===== config.mk =====
export PLATFORM = sky130hd
export DESIGN_NAME = alu_control_seq
export DESIGN_NICKNAME = d
export VERILOG_FILES = /design/src/rtl/alu_control_seq.sv
export SDC_FILE = /design/constraint.sdc
export NUM_CORES = 1
export LEC_CHECK = 0
export ABC_AREA = 1
export CAP_MARGIN = 20
export CORE_MARGIN = 3
export CORE_UTILIZATION = 48
export CTS_CLUSTER_DIAMETER = 60
export DETAILED_ROUTE_END_ITERATION = 7
export GPL_TIMING_DRIVEN = 1
export PLACE_DENSITY_LB_ADDON = 0.15
export SYNTH_ARGS = -nofsm -noshare
export SYNTH_HDL_FRONTEND = slang
export SYNTH_SLANG_ARGS = --single-unit
export TNS_END_PERCENT = 20

===== constraint.sdc =====
create_clock -name clk -period 1.34 [get_ports clk]
set_input_delay 0.201 -clock clk [delete_from_list [all_inputs] [get_ports clk]]
set_output_delay 0.201 -clock clk [all_outputs]
set_load 0.02 [all_outputs]

===== src/rtl/alu_control_seq.sv =====
// ---------------------------------------------------------------------------
// alu_control_seq
//
// Registered, multi-cycle ALU-function decoder. Takes a decode request
// (main-control alu_op plus R-type funct) over a valid/ready handshake and
// drives a registered ALU function code. The code is held stable for the
// whole latency of mult/div. Busy/done/jr/illegal status is reported
// alongside it.
//
// Optional feature (compile-time macro ALU_CTRL_ILLEGAL_TRAP_EN):
//   defined   - an illegal request sets a sticky trap: illegal stays 1 and
//               in_ready stays 0 until rst_n is asserted.
//   undefined - illegal is a one-cycle pulse and the block accepts new
//               requests again on the following cycle.
//
// Ports:
//   clk        in   system clock, rising edge
//   rst_n      in   asynchronous active-low reset
//   in_valid   in   request present
//   in_ready   out  block can accept a request this cycle
//   alu_op     in   00=add, 01=sub, 10=decode funct, 11=illegal
//   funct      in   R-type funct field (used only when alu_op=10)
//   alu_fun    out  registered ALU function code
//   fun_valid  out  alu_fun is valid for the ALU this cycle
//   busy       out  multi-cycle op in progress
//   done       out  pulse on the final cycle of any legal op
//   jr         out  pulse alongside a decoded jr
//   illegal    out  pulse (or sticky level with the trap) on a bad request
// ---------------------------------------------------------------------------
module alu_control_seq #(
    parameter int FUNCT_W     = 6,
    parameter int FUN_W       = 4,
    parameter int MULT_CYCLES = 4,
    parameter int DIV_CYCLES  = 8,
    parameter int CNT_W       = 4
) (
    input  logic               clk,
    input  logic               rst_n,
    input  logic               in_valid,
    output logic               in_ready,
    input  logic [1:0]         alu_op,
    input  logic [FUNCT_W-1:0] funct,
    output logic [FUN_W-1:0]   alu_fun,
    output logic               fun_valid,
    output logic               busy,
    output logic               done,
    output logic               jr,
    output logic               illegal
);

    typedef enum logic [1:0] {
        IDLE  = 2'd0,
        ISSUE = 2'd1,
        WAIT  = 2'd2
    } state_t;

    state_t             state_reg, state_next;
    logic [FUN_W-1:0]   alu_fun_reg, alu_fun_next;
    logic               multi_reg, multi_next;
    logic               div_reg, div_next;
    logic               jr_reg, jr_next;
    logic               illegal_reg, illegal_next;
    logic [CNT_W-1:0]   cnt_reg, cnt_next;

    logic [FUN_W-1:0]   dec_fun;
    logic               dec_multi;
    logic               dec_div;
    logic               dec_jr;
    logic               dec_illegal;

    logic               op_done;
    logic               ready_int;
    logic               accept;
    logic               trap_active;

    // -----------------------------------------------------------------------
    // Request decoder (purely combinational on the incoming request)
    // -----------------------------------------------------------------------
    always_comb begin
        dec_fun     = '0;
        dec_multi   = 1'b0;
        dec_div     = 1'b0;
        dec_jr      = 1'b0;
        dec_illegal = 1'b0;
        case (alu_op)
            2'b00: dec_fun = FUN_W'(4'b0001);
            2'b01: dec_fun = FUN_W'(4'b0010);
            2'b10: begin
                case (funct)
                    FUNCT_W'(6'b100000): dec_fun = FUN_W'(4'b0001);
                    FUNCT_W'(6'b100010): dec_fun = FUN_W'(4'b0010);
                    FUNCT_W'(6'b011000): begin
                        dec_fun   = FUN_W'(4'b0011);
                        dec_multi = 1'b1;
                    end
                    FUNCT_W'(6'b011010): begin
                        dec_fun   = FUN_W'(4'b0100);
                        dec_multi = 1'b1;
                        dec_div   = 1'b1;
                    end
                    FUNCT_W'(6'b100100): dec_fun = FUN_W'(4'b0101);
                    FUNCT_W'(6'b100101): dec_fun = FUN_W'(4'b0110);
                    FUNCT_W'(6'b100111): dec_fun = FUN_W'(4'b0111);
                    FUNCT_W'(6'b100110): dec_fun = FUN_W'(4'b1000);
                    FUNCT_W'(6'b101000): dec_fun = FUN_W'(4'b1001);
                    FUNCT_W'(6'b101001): dec_fun = FUN_W'(4'b1010);
                    FUNCT_W'(6'b001000): begin
                        dec_fun = FUN_W'(4'b1011);
                        dec_jr  = 1'b1;
                    end
                    default: dec_illegal = 1'b1;
                endcase
            end
            default: dec_illegal = 1'b1;
        endcase
    end

    // -----------------------------------------------------------------------
    // Sticky trap (optional)
    // -----------------------------------------------------------------------
`ifdef ALU_CTRL_ILLEGAL_TRAP_EN
    logic trap_reg;

    // Set while the illegal request is being reported; cleared only by reset.
    always_ff @(posedge clk or negedge rst_n) begin
        if (!rst_n) begin
            trap_reg <= 1'b0;
        end else if (state_reg == ISSUE && illegal_reg) begin
            trap_reg <= 1'b1;
        end
    end

    assign trap_active = trap_reg;
`else
    assign trap_active = 1'b0;
`endif

    // -----------------------------------------------------------------------
    // Handshake. The final cycle of an op (done) also accepts, so a new
    // request issues on the very next cycle without a bubble.
    // -----------------------------------------------------------------------
    assign op_done   = (state_reg == ISSUE && !illegal_reg && !multi_reg) ||
                       (state_reg == WAIT  && cnt_reg == CNT_W'(1));
    assign ready_int = !trap_active && (state_reg == IDLE || op_done);
    assign accept    = in_valid && ready_int;

    // -----------------------------------------------------------------------
    // State register
    // -----------------------------------------------------------------------
    always_ff @(posedge clk or negedge rst_n) begin
        if (!rst_n) begin
            state_reg   <= IDLE;
            alu_fun_reg <= '0;
            multi_reg   <= 1'b0;
            div_reg     <= 1'b0;
            jr_reg      <= 1'b0;
            illegal_reg <= 1'b0;
            cnt_reg     <= '0;
        end else begin
            state_reg   <= state_next;
            alu_fun_reg <= alu_fun_next;
            multi_reg   <= multi_next;
            div_reg     <= div_next;
            jr_reg      <= jr_next;
            illegal_reg <= illegal_next;
            cnt_reg     <= cnt_next;
        end
    end

    // -----------------------------------------------------------------------
    // Next-state logic
    // -----------------------------------------------------------------------
    always_comb begin
        state_next   = state_reg;
        alu_fun_next = alu_fun_reg;
        multi_next   = multi_reg;
        div_next     = div_reg;
        jr_next      = jr_reg;
        illegal_next = illegal_reg;
        cnt_next     = cnt_reg;

        case (state_reg)
            IDLE: begin
                if (accept) begin
                    state_next = ISSUE;
                end
            end
            ISSUE: begin
                if (illegal_reg) begin
                    state_next = IDLE;
                end else if (multi_reg) begin
                    // ISSUE is the first latency cycle; WAIT covers the rest.
                    state_next = WAIT;
                    cnt_next   = div_reg ? CNT_W'(DIV_CYCLES - 1)
                                         : CNT_W'(MULT_CYCLES - 1);
                end else begin
                    state_next = accept ? ISSUE : IDLE;
                end
            end
            WAIT: begin
                if (cnt_reg == CNT_W'(1)) begin
                    cnt_next   = '0;
                    state_next = accept ? ISSUE : IDLE;
                end else begin
                    cnt_next = cnt_reg - CNT_W'(1);
                end
            end
            default: begin
                state_next = IDLE;
            end
        endcase

        // A new request overwrites the held code; illegal forces it to zero
        // (dec_fun is zero for illegal requests).
        if (accept) begin
            alu_fun_next = dec_fun;
            multi_next   = dec_multi;
            div_next     = dec_div;
            jr_next      = dec_jr;
            illegal_next = dec_illegal;
        end
    end

    // -----------------------------------------------------------------------
    // Outputs
    // -----------------------------------------------------------------------
    // Gated with rst_n so every output reads 0 while reset is held.
    assign in_ready  = rst_n && ready_int;
    assign alu_fun   = alu_fun_reg;
    assign fun_valid = (state_reg == ISSUE && !illegal_reg) || (state_reg == WAIT);
    assign busy      = (state_reg == ISSUE && !illegal_reg && multi_reg) ||
                       (state_reg == WAIT);
    assign done      = op_done;
    assign jr        = (state_reg == ISSUE) && jr_reg;
    assign illegal   = (state_reg == ISSUE && illegal_reg) || trap_active;

    // -----------------------------------------------------------------------
    // Simulation-only configuration and counter sanity checks
    // -----------------------------------------------------------------------
`ifndef SYNTHESIS
    always @(posedge clk) begin
        if (rst_n) begin
            assert (MULT_CYCLES >= 2 && DIV_CYCLES >= 2 &&
                    MULT_CYCLES < (1 << CNT_W) && DIV_CYCLES < (1 << CNT_W));
            assert (!(state_reg == WAIT && cnt_reg == '0));
        end
    end
`endif

endmodule

# After elaboration in Yosys (flattened, before gate mapping)
# Cells that the tools add are included.
dict set report word_totals {
  regBits 14
  wordCells 71
  in_bits 11
}
dict set report classes {
  n_reduce_logical 22
  add_sub_neg 1
  n_mux 21
  n_eq_ne 20
}
# op n
set op_table {}
lappend op_table {{$eq 6x6->1 const B} 8}
lappend op_table {{$pmux 4 s11} 1}
lappend op_table {{$eq 6x5->1 const B} 2}
lappend op_table {{$mux 4} 3}
lappend op_table {{$pmux 4 s3} 1}
lappend op_table {{$reduce_or 11->1} 1}
lappend op_table {{$logic_and 1x1->1} 8}
lappend op_table {{$mux 1} 8}
lappend op_table {{$mux 2} 4}
lappend op_table {{$pmux 4 s2} 1}
lappend op_table {{$eq 6x4->1 const B} 1}
lappend op_table {{$ne 2x2->1 const B} 3}
lappend op_table {{$pmux 2 s3} 1}
lappend op_table {{$eq 2x1->1 const B} 2}
lappend op_table {{$eq 2x2->1 const B} 2}
lappend op_table {{$eq 4x1->1 const B} 1}
lappend op_table {{$logic_not 2->1} 2}
lappend op_table {{$logic_or 1x1->1} 4}
lappend op_table {{$reduce_or 2->1} 2}
lappend op_table {{$sub 4x1->4 const B} 1}
lappend op_table {{$mux 3} 1}
lappend op_table {{$reduce_and 3->1} 1}
lappend op_table {{$logic_not 1->1} 2}
lappend op_table {{$ne 2x1->1 const B} 1}
lappend op_table {{other kinds (3)} 3}

# Depth between registers and ports, before layout
dict set report logic_depth {
  depth_word 10
  ltp_mapped 10
  mapped_depth_nobuf 10
}

# Worst setup path before layout
# Ideal clock, no wire load.
dict set report synth_timing {
  path_type {register to register}
  startpoint {register cnt_reg[1]}
  endpoint {register alu_fun_reg[2], in the netlist alu_fun[2]}
  period_less_slack_ps 1218
  setup_slack_ps 122
  path_buffers 1
  arrival_time_ps 1123
  stages_incl_launch_ff 8
  cell_sequence {dfrtp_1 -> inv_1 -> ha_1 -> nand3_2 -> nand3_2 -> nand2_2 -> buf_6 -> o31ai_1}
}
dict set report synth_via {
  elab_chain_cells 5
}
# element line_no
set synth_rtl {}
lappend synth_rtl {{from (decl)} 63} ;# logic [CNT_W-1:0] cnt_reg, cnt_next;
lappend synth_rtl {{from (signal assigned)} 166} ;# cnt_reg <= cnt_next;
lappend synth_rtl {{$eq 4x1->1} 143} ;# (state_reg == WAIT && cnt_reg == CNT_W'(1));
lappend synth_rtl {{$logic_and 1x1->1} 143}
lappend synth_rtl {{$logic_or 1x1->1} 142} ;# assign op_done = (state_reg == ISSUE && !illegal_reg && !multi_reg) ||
lappend synth_rtl {{$logic_or 1x1->1} 144} ;# assign ready_int = !trap_active && (state_reg == IDLE || op_done);
lappend synth_rtl {{$logic_and 1x1->1} 145} ;# assign accept = in_valid && ready_int;
lappend synth_rtl {{to (signal assigned)} 161} ;# alu_fun_reg <= alu_fun_next;
lappend synth_rtl {{to (decl)} 58} ;# logic [FUN_W-1:0] alu_fun_reg, alu_fun_next;
# No other way between the ends.
# A chain may end at the register's enable or synchronous reset.

# Final worst setup path
dict set report layout_timing {
  startpoint {register state_reg[0]}
  endpoint {output in_ready}
}
dict set report layout_via {
  elab_chain_cells 6
  word_cells_on_any_way 9
}
# element line_no
set layout_rtl {}
lappend layout_rtl {{from (decl)} 57} ;# state_t state_reg, state_next;
lappend layout_rtl {{from (signal assigned)} 160} ;# state_reg <= state_next;
lappend layout_rtl {{$eq 2x1->1} 142}
lappend layout_rtl {{$logic_and 1x1->1 (2 in series)} 142}
lappend layout_rtl {{$logic_or 1x1->1} 142}
lappend layout_rtl {{$logic_or 1x1->1 (*)} 144}
lappend layout_rtl {{$logic_and 1x1->1 (*)} 228} ;# assign in_ready = rst_n && ready_int;
lappend layout_rtl {{to (decl)} 40} ;# output logic in_ready,
# Every way passes the cells marked *; elsewhere a longest branch is shown, timed or not.

==> flow_metrics.env <==
export IMPL_crit_chain="or2_4, nand3_4, nand2_2, inv_2, buf_6"
export IMPL_drc=0
export IMPL_max_vdd_ir_drop_mv=0.769
export IMPL_final_hold_violation_count=0
export IMPL_num_io_pins=21
export IMPL_setup_viol=16
export IMPL_rsz0062_at_grt="yes"
export IMPL_postPlaceCellArea_mm2=0.00130
export IMPL_antenna_found_initial=0
export IMPL_antenna_cells=0
export IMPL_nNetsFinal=196
export IMPL_grtUsageTotal=0.219
export IMPL_grt_max_degree=15
export IMPL_core_area_mm2=0.00176
export IMPL_fin_crit_ns=1.49
export IMPL_clockBufferDepth=2
export IMPL_leakagePower_nw=0.724
export IMPL_grt_first_pass_wirelength_um=4170
export IMPL_cp_max_fo=5
export IMPL_total_power_mw=1.64
export IMPL_fin_skew_ns=0.00481
export IMPL_worst_slack_ns=-0.151
export IMPL_hold_ws_ns=0.316
export IMPL_netlist_area_um2=907
export IMPL_r2r_setup_slack_ns=-0.11
export IMPL_dp_slack_ns=-0.352
export IMPL_crit_buf_inv=2
export IMPL_required_ns=1.14
export IMPL_cts_buffers=3
export IMPL_end_kind="output pin"
export IMPL_routedWlPerCell_um=12.6
export IMPL_cp_arrival_ns=1.29
export IMPL_die_x_um=49.5
export IMPL_layout_cells_non_filler=206
export IMPL_dp_cells=199
export IMPL_power_density_mw_per_mm2=1150
export IMPL_clk_latency_ns=0.27
export IMPL_period_share=1.11
export IMPL_ant_nets=0
export IMPL_grt_pass1_vias=975
export IMPL_slowest_delay_ns=0.46
export IMPL_maxSlewHeadroom=0.821
export IMPL_hold_buffers=0
export IMPL_path_delay_family="flip-flops"
export IMPL_clock_root_buffer="clkbuf_4"
export IMPL_row_count=15
export IMPL_clk_pin_slew_worst_paths_ns=0.08
export IMPL_cpMaxStageDelayCell="dfrtp_2"
export IMPL_synth_seq_area_share=0.386
export IMPL_worstMarginPinSlew_ns=0.267
export IMPL_io_buffers=20
export IMPL_wl_um=2590
export IMPL_ys_warn_count=0
export IMPL_cts_sinks=14
export IMPL_die_area_mm2=0.00245
export IMPL_timing_fmax_mhz=671
export IMPL_hp_class="input pin to async pin"
export IMPL_cts_max_level=1
export IMPL_slew_violations=0
export IMPL_cts_tree="yes"
export IMPL_design_area_mm2=0.00143
export IMPL_dp_hpwl_um=1940
export IMPL_avgSynthCellArea_um2=6.87
export IMPL_grt_ovfl_total=0
export IMPL_syn_nets=145
export IMPL_start_kind="flop"
export IMPL_vias=1031
export IMPL_critPathKind="flop to output pin"
export IMPL_vias_per_cell=5.00
export IMPL_start_util=0.514
export IMPL_violations="negative setup slack"
export IMPL_drv_cap=0
export IMPL_area_growth_synth_to_final_pct=57.1
export IMPL_r2r_start="state_reg[0]$_DFFE_PN0P_"
export IMPL_drt_iter0_markers=29
export IMPL_status="complete, but fails checks"
export IMPL_die_h_um=49.5
export IMPL_synth_cell_types=24
export IMPL_yosysTopAreaCell="dfrtp_1"
export IMPL_synth_top_cell_area_share=0.386
export IMPL_yosys_top_cells_area="dfrtp_1 39%, nand2_1 12%, nor2_1 9.9%, inv_1 8.3%, nand3_1 5.5%"
export IMPL_drive_gt1_frac=0.315
export IMPL_syn_inst=132
export IMPL_drt_pass1_iter_count=6
export IMPL_reg2reg_depth=7
export IMPL_routabilityCongestion=0.842
export IMPL_yosys_register_bits=14
export IMPL_r2r_end="jr_reg$_DFFE_PN0N_"
cells in the mapped netlist (all sizes together):
master  instances
o22ai           1
nand2          31
buf             1
nor3            1
or2             1
o21ai           8
nor2           26
nand4           3
a22oi           1
nand3          12
dfrtp          14
o31ai           2
and2            1
a21oi           4
ha              2
inv            22
nand3b          1
xor2            1
cells in the final DEF (no fill, tap or decap), drive strengths merged, types with 2 or more instances in the layout:
cell type / count
a21oi: 4
buf: 33
clkbuf: 3
clkdlybuf4s50: 10
dfrtp: 14
dlygate4sd2: 4
ha: 2
inv: 22
nand2: 31
nand3: 12
nand4: 3
nor2: 26
o21ai: 8
o31ai: 2
worst max path at each step:
stage,end,slack [ns],from,cells after the start
floorplan,alu_fun[2]$_DFFE_PN0N_,0.12,cnt_reg[1]$_DFFE_PN0P_,7
finish,in_ready,-0.15,state_reg[0]$_DFFE_PN0P_,5
CTS,in_ready,-0.18,cnt_reg[1]$_DFFE_PN0P_,7
global placement,in_ready,-0.30,cnt_reg[1]$_DFFE_PN0P_,7
global route,in_ready,-0.22,illegal_reg$_DFFE_PN0N_,6
detailed placement,in_ready,-0.35,cnt_reg[1]$_DFFE_PN0P_,7
through the flow:
step           utilization  TNS, ns
3_5_place_dp         0.737    -2.90
5_1_grt              0.808    -2.47
4_1_cts              0.760   -0.439
2_1_floorplan            -        0
3_3_place_gp         0.737    -2.20
6_report             0.808    -1.16
cell type report:
cell class                 instances  area [um^2]
fill                             127          339
tap                               25         31.3
timing repair buffer              47          403
multi-input combinational         95          532
clock buffer                       3         22.5
sequential                        14          352
inverter                          22         85.1
metal layers:
| metal | track usage | vias up | share of wire |
|---|---|---|---|
| li1 | - | 519 | - |
| met1 | 0.244 | 478 | 0.40 |
| met2 | 0.424 | 28 | 0.55 |
| met3 | 0.0332 | 6 | 0.037 |
| met4 | 0.0599 | 0 | 0.014 |
| met5 | 0 | - | 0 |
power breakdown:
group	internal (mW)	switching (mW)	total, mW
sequential	0.504	0.0683	0.572
clock	0.104	0.131	0.235
combinational	0.413	0.422	0.835
cell families after synthesis:
kind of cell | Yosys count | synth area share
and+or+nand+nor | 76 | 0.375
buffers and inverters | 23 | 0.103
AOI/OAI and AO/OA | 16 | 0.0979
DFF | 14 | 0.386
adders and majority gates | 2 | 0.0276
xor gates and xnor gates | 1 | 0.00966
what timing repair did:
item                                   in CTS  in global routing
pin swaps                                   2                  3
setup endpoints to repair                  19                 18
endpoints found under the hold margin       0                  0
resized for setup                          44                 17
setup buffers                               2                  2
Note: power is estimated with default switching activity, not from simulation.
